[src/rtl/uart_pkg.sv]
// Shared UART definitions: frame controller state encoding, default SOF marker,
// and error codes for a status register that aggregates the error pulses.
package uart_pkg;

    localparam logic [7:0] SOF_DEFAULT = 8'hA5;

    typedef enum logic [2:0] {
        ST_IDLE,
        ST_LEN,
        ST_PAYLOAD,
        ST_CHK,
        ST_OUT
    } frame_state_t;

    typedef enum logic [1:0] {
        ERR_CHK,
        ERR_LEN,
        ERR_TIMEOUT,
        ERR_OVERRUN
    } frame_err_t;

endpackage

[src/rtl/uart_frame_buf.sv]
// Payload buffer: MAX_LEN x 8 register array, one write port, one
// combinational read port addressed by index.
module uart_frame_buf #(
    parameter int MAX_LEN = 16,
    parameter int AW      = (MAX_LEN > 1) ? $clog2(MAX_LEN) : 1
) (
    input  logic          clk,
    input  logic          wr_en,
    input  logic [AW-1:0] wr_idx,
    input  logic [7:0]    wr_data,
    input  logic [AW-1:0] rd_idx,
    output logic [7:0]    rd_data
);

    logic [7:0] mem [0:MAX_LEN-1];

    // Store one payload byte per strobe; contents need no reset since the
    // controller only reads indices written by the current frame.
    always_ff @(posedge clk) begin
        if (wr_en)
            mem[wr_idx] <= wr_data;
    end

    assign rd_data = mem[rd_idx];

endmodule

[src/rtl/uart_rx_frame_ctrl.sv]
// UART frame controller: parses SOF/LEN/PAYLOAD/CHK frames from uart_rx,
// validates length and XOR checksum (seeded with LEN), aborts on inter-byte
// timeout, buffers the payload and replays it on a valid/ready stream.
module uart_rx_frame_ctrl
    import uart_pkg::*;
#(
    parameter int         MAX_LEN       = 16,
    parameter logic [7:0] SOF_BYTE      = SOF_DEFAULT,
    parameter int         TIMEOUT_TICKS = 640
) (
    input  logic       clk,
    input  logic       reset,
    input  logic       s_tick,
    input  logic       rx_done_tick,
    input  logic [7:0] rx_data,
    output logic       frm_valid,
    input  logic       frm_ready,
    output logic [7:0] frm_data,
    output logic       frm_last,
    output logic [7:0] frm_len,
    output logic       busy,
    output logic       err_chk,
    output logic       err_len,
    output logic       err_timeout,
    output logic       err_overrun
);

    localparam int            AW        = (MAX_LEN > 1) ? $clog2(MAX_LEN) : 1;
    localparam int            TW        = $clog2(TIMEOUT_TICKS);
    localparam logic [7:0]    MAX_LEN_B = 8'(MAX_LEN);
    localparam logic [TW-1:0] TMO_LAST  = TW'(TIMEOUT_TICKS - 1);

    frame_state_t  state;
    logic [7:0]    len_q;
    logic [7:0]    idx_q;
    logic [7:0]    chk_q;
    logic [TW-1:0] tmo_q;
    logic [7:0]    rd_data;
    logic          is_last;
    logic          wr_en;

    assign is_last = (idx_q == len_q - 8'd1);
    assign wr_en   = (state == ST_PAYLOAD) && rx_done_tick;

    uart_frame_buf #(.MAX_LEN(MAX_LEN), .AW(AW)) u_buf (
        .clk     (clk),
        .wr_en   (wr_en),
        .wr_idx  (idx_q[AW-1:0]),
        .wr_data (rx_data),
        .rd_idx  (idx_q[AW-1:0]),
        .rd_data (rd_data)
    );

    // Stream fields are qualified by frm_valid so they read 0 when idle.
    assign frm_data = frm_valid ? rd_data : 8'h00;
    assign frm_last = frm_valid && is_last;
    assign frm_len  = frm_valid ? len_q : 8'h00;
    assign busy     = (state != ST_IDLE);

    // Frame FSM with checksum, timeout and replay handshake; error outputs
    // are single-cycle pulses cleared by default every cycle.
    always_ff @(posedge clk) begin
        if (reset) begin
            state       <= ST_IDLE;
            len_q       <= '0;
            idx_q       <= '0;
            chk_q       <= '0;
            tmo_q       <= '0;
            frm_valid   <= 1'b0;
            err_chk     <= 1'b0;
            err_len     <= 1'b0;
            err_timeout <= 1'b0;
            err_overrun <= 1'b0;
        end else begin
            err_chk     <= 1'b0;
            err_len     <= 1'b0;
            err_timeout <= 1'b0;
            err_overrun <= 1'b0;
            case (state)
                ST_IDLE: begin
                    if (rx_done_tick && rx_data == SOF_BYTE) begin
                        state <= ST_LEN;
                        tmo_q <= '0;
                    end
                end
                ST_LEN, ST_PAYLOAD, ST_CHK: begin
                    // A received byte takes priority over a coincident timeout.
                    if (rx_done_tick) begin
                        tmo_q <= '0;
                        if (state == ST_LEN) begin
                            if (rx_data != 8'h00 && rx_data <= MAX_LEN_B) begin
                                len_q <= rx_data;
                                chk_q <= rx_data;
                                idx_q <= '0;
                                state <= ST_PAYLOAD;
                            end else begin
                                err_len <= 1'b1;
                                state   <= ST_IDLE;
                            end
                        end else if (state == ST_PAYLOAD) begin
                            chk_q <= chk_q ^ rx_data;
                            idx_q <= idx_q + 8'd1;
                            if (is_last)
                                state <= ST_CHK;
                        end else begin
                            if (rx_data == chk_q) begin
                                idx_q     <= '0;
                                frm_valid <= 1'b1;
                                state     <= ST_OUT;
                            end else begin
                                err_chk <= 1'b1;
                                state   <= ST_IDLE;
                            end
                        end
                    end else if (s_tick) begin
                        if (tmo_q == TMO_LAST) begin
                            err_timeout <= 1'b1;
                            tmo_q       <= '0;
                            state       <= ST_IDLE;
                        end else begin
                            tmo_q <= tmo_q + 1'b1;
                        end
                    end
                end
                ST_OUT: begin
                    // Bytes arriving while replaying cannot be buffered.
                    if (rx_done_tick)
                        err_overrun <= 1'b1;
                    if (frm_valid && frm_ready) begin
                        if (is_last) begin
                            frm_valid <= 1'b0;
                            idx_q     <= '0;
                            state     <= ST_IDLE;
                        end else begin
                            idx_q <= idx_q + 8'd1;
                        end
                    end
                end
                default: state <= ST_IDLE;
            endcase
        end
    end

endmodule

[config.mk]
export PLATFORM = sky130hd
export DESIGN_NAME = uart_rx_frame_ctrl
export DESIGN_NICKNAME = d
export VERILOG_FILES = /design/src/rtl/uart_pkg.sv /design/src/rtl/uart_frame_buf.sv /design/src/rtl/uart_rx_frame_ctrl.sv
export SDC_FILE = /design/constraint.sdc
export NUM_CORES = 1
export LEC_CHECK = 0
export BUFFER_PORTS_ARGS = -buffer_cell sky130_fd_sc_hd__buf_2
export CAP_MARGIN = 30
export CORE_ASPECT_RATIO = 1.1
export CORE_UTILIZATION = 55
export DETAILED_ROUTE_END_ITERATION = 8
export GPL_ROUTABILITY_DRIVEN = 0
export MAX_ROUTING_LAYER = met4
export PLACE_DENSITY_LB_ADDON = 0.2
export SETUP_SLACK_MARGIN = 0.5
export SYNTH_ARGS = -nofsm -noshare
export SYNTH_HDL_FRONTEND = slang
export SYNTH_SLANG_ARGS = --single-unit
[constraint.sdc]
create_clock -name clk -period 3.1 [get_ports clk]
set_input_delay 0.465 -clock clk [delete_from_list [all_inputs] [get_ports clk]]
set_output_delay 0.465 -clock clk [all_outputs]
set_load 0.01 [all_outputs]
; ---- After elaboration in Yosys (flattened, before gate mapping)
; Memory sizes are Yosys's and may differ from the RTL's. A register that Yosys moved wholly into a read port is not among the register bits.
; Cells that the tools add are included.
[word_totals]
ff_bits = 42
inputBits = 13
memories = 1
ramBits = 128
elab_cells = 109
out_inout_bits = 23
[classes]
muxes = 45
n_reduce_logical = 22
add_sub_neg = 3
magnitude_cmp = 1
n_eq_ne = 21
n_bitwise = 6
[mem_list]
columns = name, words, word_bits, read_ports, rd_clocked_by_memory_dff, write_ports, line_no
row1 = u_buf.mem, 16, 8, 1, 1, 1, uart_frame_buf.sv:15  ; logic [7:0] mem [0:MAX_LEN-1];
[ops]
columns = operator, count
row1 = 8-bit 2-to-1 mux, 12
row2 = 10-bit 2-to-1 mux, 4
row3 = 3-bit 2-to-1 mux, 10
row4 = 10-bit case mux with 2 select lines, 1
row5 = 8-bit == test, 2
row6 = 8-bit case mux with 2 select lines, 1
row7 = 2-bit != test (second input constant), 7
row8 = 1-bit 2-to-1 mux, 12
row9 = 10-bit by 1-bit adder with 10-bit output (second input constant), 1
row10 = 10-bit == test (second input constant), 1
row11 = 3-bit != test (second input constant), 3
row12 = 3-bit case mux with 3 select lines, 1
row13 = 8-bit by 1-bit adder with 8-bit output (second input constant), 1
row14 = 8-bit == test (second input constant), 1
row15 = 8-bit by 5-bit <= comparator with 1-bit output (second input constant), 1
row16 = 4-bit 2-to-1 mux, 2
row17 = 4-bit AND reduction, 2
row18 = 8-bit nonzero test, 1
row19 = 4-bit OR reduction, 2
row20 = 8-bit by 1-bit subtractor with 8-bit output (second input constant), 1
row21 = 8-bit bitwise XOR, 1
row22 = 7-bit AND reduction, 1
row23 = 3-bit by 2-bit == test with 1-bit output (second input constant), 2
row24 = 6-bit AND reduction, 1
row25 = 17 further kinds, 27

; ---- Longest topological paths before layout
[depth]
ltp_word = 8
mapped_depth = 8
depth_no_buf = 8

; ---- Hierarchy
; A second synthesis with hierarchy kept.
[unflattened]
cells_unflattened = 543
area_unflattened_um2 = 7537.2
[by_module_without_submodules]
columns = module, area_per_inst_um2, cells_per_inst, seq_area_each_um2, instances
row1 = uart_frame_buf, 4987.3, 221, 3843.7, 1
row2 = uart_rx_frame_ctrl, 2549.9, 322, 840.8, 1

; ---- Least setup slack after synthesis
; No wires, ideal clock.
[synth_path]
path_kind = reg2out
startpoint = register with a tool-made name
endpoint = output port frm_data[0]
stages_incl_launch_ff = 6
arrival_ns = 2.249
required_ns = 2.635
path_buffers = 2
setup_slack_ns = 0.386
path_cell_list = dfxtp_1 > clkbuf_1 > buf_1 > mux4_2 > mux4_2 > and2_1
[synth_rtl]
columns = element, line_no
row1 = "end, declared", uart_rx_frame_ctrl.sv:18  ; output logic [7:0] frm_data,

; ---- Worst setup path in the final report
[layout_path]
startpoint = register len_q[0]
endpoint = output port frm_last
[layout_via]
elab_chain_cells = 3
[layout_lines]
columns = element, line_no
row1 = "start, declared", uart_rx_frame_ctrl.sv:34  ; logic [7:0] len_q;
row2 = "start signal, assigned", uart_rx_frame_ctrl.sv:92  ; len_q <= rx_data;
row3 = 8-bit by 1-bit subtractor with 8-bit output, uart_rx_frame_ctrl.sv:42  ; assign is_last = (idx_q == len_q - 8'd1);
row4 = 8-bit == test, uart_rx_frame_ctrl.sv:42
row5 = 1-bit logical AND, uart_rx_frame_ctrl.sv:56  ; assign frm_last = frm_valid && is_last;
row6 = "end, declared", uart_rx_frame_ctrl.sv:19  ; output logic frm_last,
; Every way passes these cells.

==> impl_metrics.toml <==
[setup_path]
r2r-start = "len_q[0]$_SDFFE_PP0P_"
cp.required_ns = 2.63
startpoint_type = "flip-flop"
critPathBufInv = 1
critPathKind = "reg -> out"
startpoint = "len_q[0]$_SDFFE_PP0P_"
crit_path_end_kind = "output pin"
worstPathCellList = "or4_4, or4_4, a211o_1, a211o_4, nor2_1, buf_2"
slowest_delay_ns = 0.52
cpMostUsedCell = "or4_4"
crit_fanout = 5
crit_arrival_ns = 2.56
crit_family = "simple AND/OR/NAND/NOR gates"
cp_slowest_cell = "or4_4"

[timing]
drv_slew = 0
fin_ws_ns = 0.0775
timing_hold_violations_final = 0
fin_tns_setup_ns = 0
finalCriticalPeriod_ns = 3.02
rsz0062_at_grt = "yes"
finalClockSkew_ns = 0.0115
setup_viol = 0
tightest_slew_ns = 0.743
slew_headroom_pct = 50.1
fin_crit_sh_pct = 97.5
fmax_mhz = 331

[routing]
drc = 0
drtPass1Iterations = 5
ant_nets = 0
vias_per_cell = 6.14
drt_iter0_drc = 371
detail_route.wirelength_um = 16300
wire_per_inst_um = 21.9
vias = 4588

[cts]
cts.sinks = 174
htreeDepth = 4
clkTransAtPathRegs_ns = 0.06
hold_buffers = 0
clock_path_buffers = 2
clockRootBuffer = "clkbuf_16"
cts_buffers = 17
clk_latency_ns = 0.43
cts_tree = "built"

[pwr]
power.density_nw_per_um2 = 603
p_sw_mw = 1.15
p_int_mw = 4.12
combPwrFrac_pct = 10.0
pwr-share-seq_pct = 48.6
p_leak_nw = 2.96
peakVddDrop_v = 0.000323
clkPwrFrac_pct = 41.4
p_sw_share_pct = 21.8

[synthesis]
ys_types = 54
avgSynthCellArea_um2 = 14.6
netlist_top_cells_area = "edfxtp_1 52%, dfxtp_1 12%, mux4_2 12%"
yosysSeqAreaShare_pct = 63.8
yosysTopAreaCellShare_pct = 51.5
syn_nets = 531
synth_flop_cell = "edfxtp_1"
synthArstFlopShare_pct = 0
syn_inst = 512
ys.warnings.count = 0
syn_area_um2 = 7460
synth_edf_count = 128
yosysTopAreaCell = "edfxtp_1"
synth-seq-cells = 174

[outcome]
status = "complete, no violations"

[worst_hold_path]
hold_start = "s_tick"
hp-class = "in -> reg"

[die]
core_um2 = 13200
rows = 44
die_h_um = 124
die_w_um = 113
dieArea_um2 = 14000
initial_utilization_pct = 56.5
ios = 36

[job]
maxCapViolations = 0

[global_route]
antenna_found_initial = 0
grt_pass1_wl_um = 25900
overflow = 0
grt_pass1_vias = 4563
grt_usage_pct = 26.4
grt_max_degree = 30

[layout]
final_nets = 593
mostFrequentLayoutCell = "edfxtp_1"
antenna_cells = 0
layout_common_cells = "128 x edfxtp_1, 46 x nor2_1, 41 x dfxtp_1"
final_layout_size_suffix_gt1_share_pct = 25.8
syn2layout_area_growth_pct = 17.2

[placement]
dp_worst_setup_slack_ns = 0.334
port_buffers = 35
dp_hpwl_um = 10300
## kinds of logic after synthesis
logic type	synth area share, %
and+or+nand+nor	11.2
buffers and inverters	1.86
AOI/OAI and AO/OA	5.43
xor gates and xnor gates	3.76
DFF	63.8
muxes	12.9
adders and majority gates	1.01
## power groups by stage
| stage | sequential [mW] | clock (mW) | combinational, mW |
|---|---|---|---|
| 6_report | 2.56 | 2.18 | 0.529 |
| 4_1_cts | 2.56 | 2.20 | 0.529 |
| 3_5_place_dp | 2.60 | 0 | 0.441 |
| 3_3_place_gp | 2.60 | 0 | 0.435 |
| 2_1_floorplan | 2.58 | 0 | 0.335 |
| 5_1_grt | 2.57 | 2.30 | 0.572 |
## cell type report
class / instances / area [um2]
Clock buffer: 18 / 429
Clock inverter: 13 / 173
Fill cell: 946 / 4470
Inverter: 13 / 48.8
Multi-Input combinational cell: 301 / 2590
Sequential cell: 174 / 4770
Tap cell: 161 / 201
Timing Repair Buffer: 67 / 524
## worst register-to-register path, delay by kind of cell (launching register included)
kind | cells | cell delay (ns)
AND/OR/NAND/NOR | 3 | 1.01
AO/OA/AOI/OAI | 3 | 0.89
buffers and inverters | 3 | 0.42
flip-flops | 1 | 0.34
## metrics by stage
step	power (mW)	util (%)	instance area, um2	std cells	hold slack (ns)
2_1_floorplan	2.91	-	7470	512	0.454
3_3_place_gp	3.04	60.1	7940	706	0.465
3_5_place_dp	3.05	60.1	7940	706	0.482
4_1_cts	5.29	66.0	8720	747	0.293
5_1_grt	5.44	66.2	8740	747	0.311
6_report	5.28	66.2	8740	747	0.305
## per-layer routing
metal | vias to the layer above | GRT usage [%] | part of all wire, %
li1 | 2090 | - | -
met1 | 2301 | 32.1 | 41
met2 | 162 | 43.1 | 51
met3 | 35 | 5.26 | 5.4
met4 | 0 | 12.6 | 3.1
met5 | - | - | 0
## synthesized netlist by cell type (5+ instances only)
library cell  count
a21oi_1           8
a32o_1            5
and2_1           15
and3_1            7
clkbuf_1         20
dfxtp_1          46
edfxtp_1        128
ha_1              6
inv_1            13
mux2i_1           6
mux4_2           40
nand2_1          25
nand3_1           6
nand4_1           6
nor2_1           46
nor2b_1           6
nor3_1           18
nor4_1           10
o21ai_0          17
xnor2_1          25
xor2_1            7
## timing repair
item                                   4_1_cts  5_1_grt
setup endpoints to repair                   23       31
pin swaps                                    4        1
resized for setup                           12        5
buffers inserted                             7        0
endpoints found under the hold margin        0        0
gates cloned                                 3        0
## path summary, 6_finish.rpt
check	cells past startpoint	slack [ns]	end
worst min register to register	2	0.49	tmo_q[1]$_SDFFE_PP0P_
worst min-delay path	2	0.30	err_timeout$_SDFF_PP0_
worst max-delay path	6	0.08	frm_last
worst max register to register	9	0.28	flip-flop
## state kept, by name (all words and copies together) (netlist names), named ones only
| signal | count |
|---|---|
| chk_q | 8 |
| err_chk | 1 |
| err_len | 1 |
| err_overrun | 1 |
| err_timeout | 1 |
| frm_valid | 1 |
| idx_q | 8 |
| len_q | 8 |
| state | 3 |
| tmo_q | 10 |
| u_buf.mem | 128 |
No activity file was read; power rests on OpenSTA's default activity.
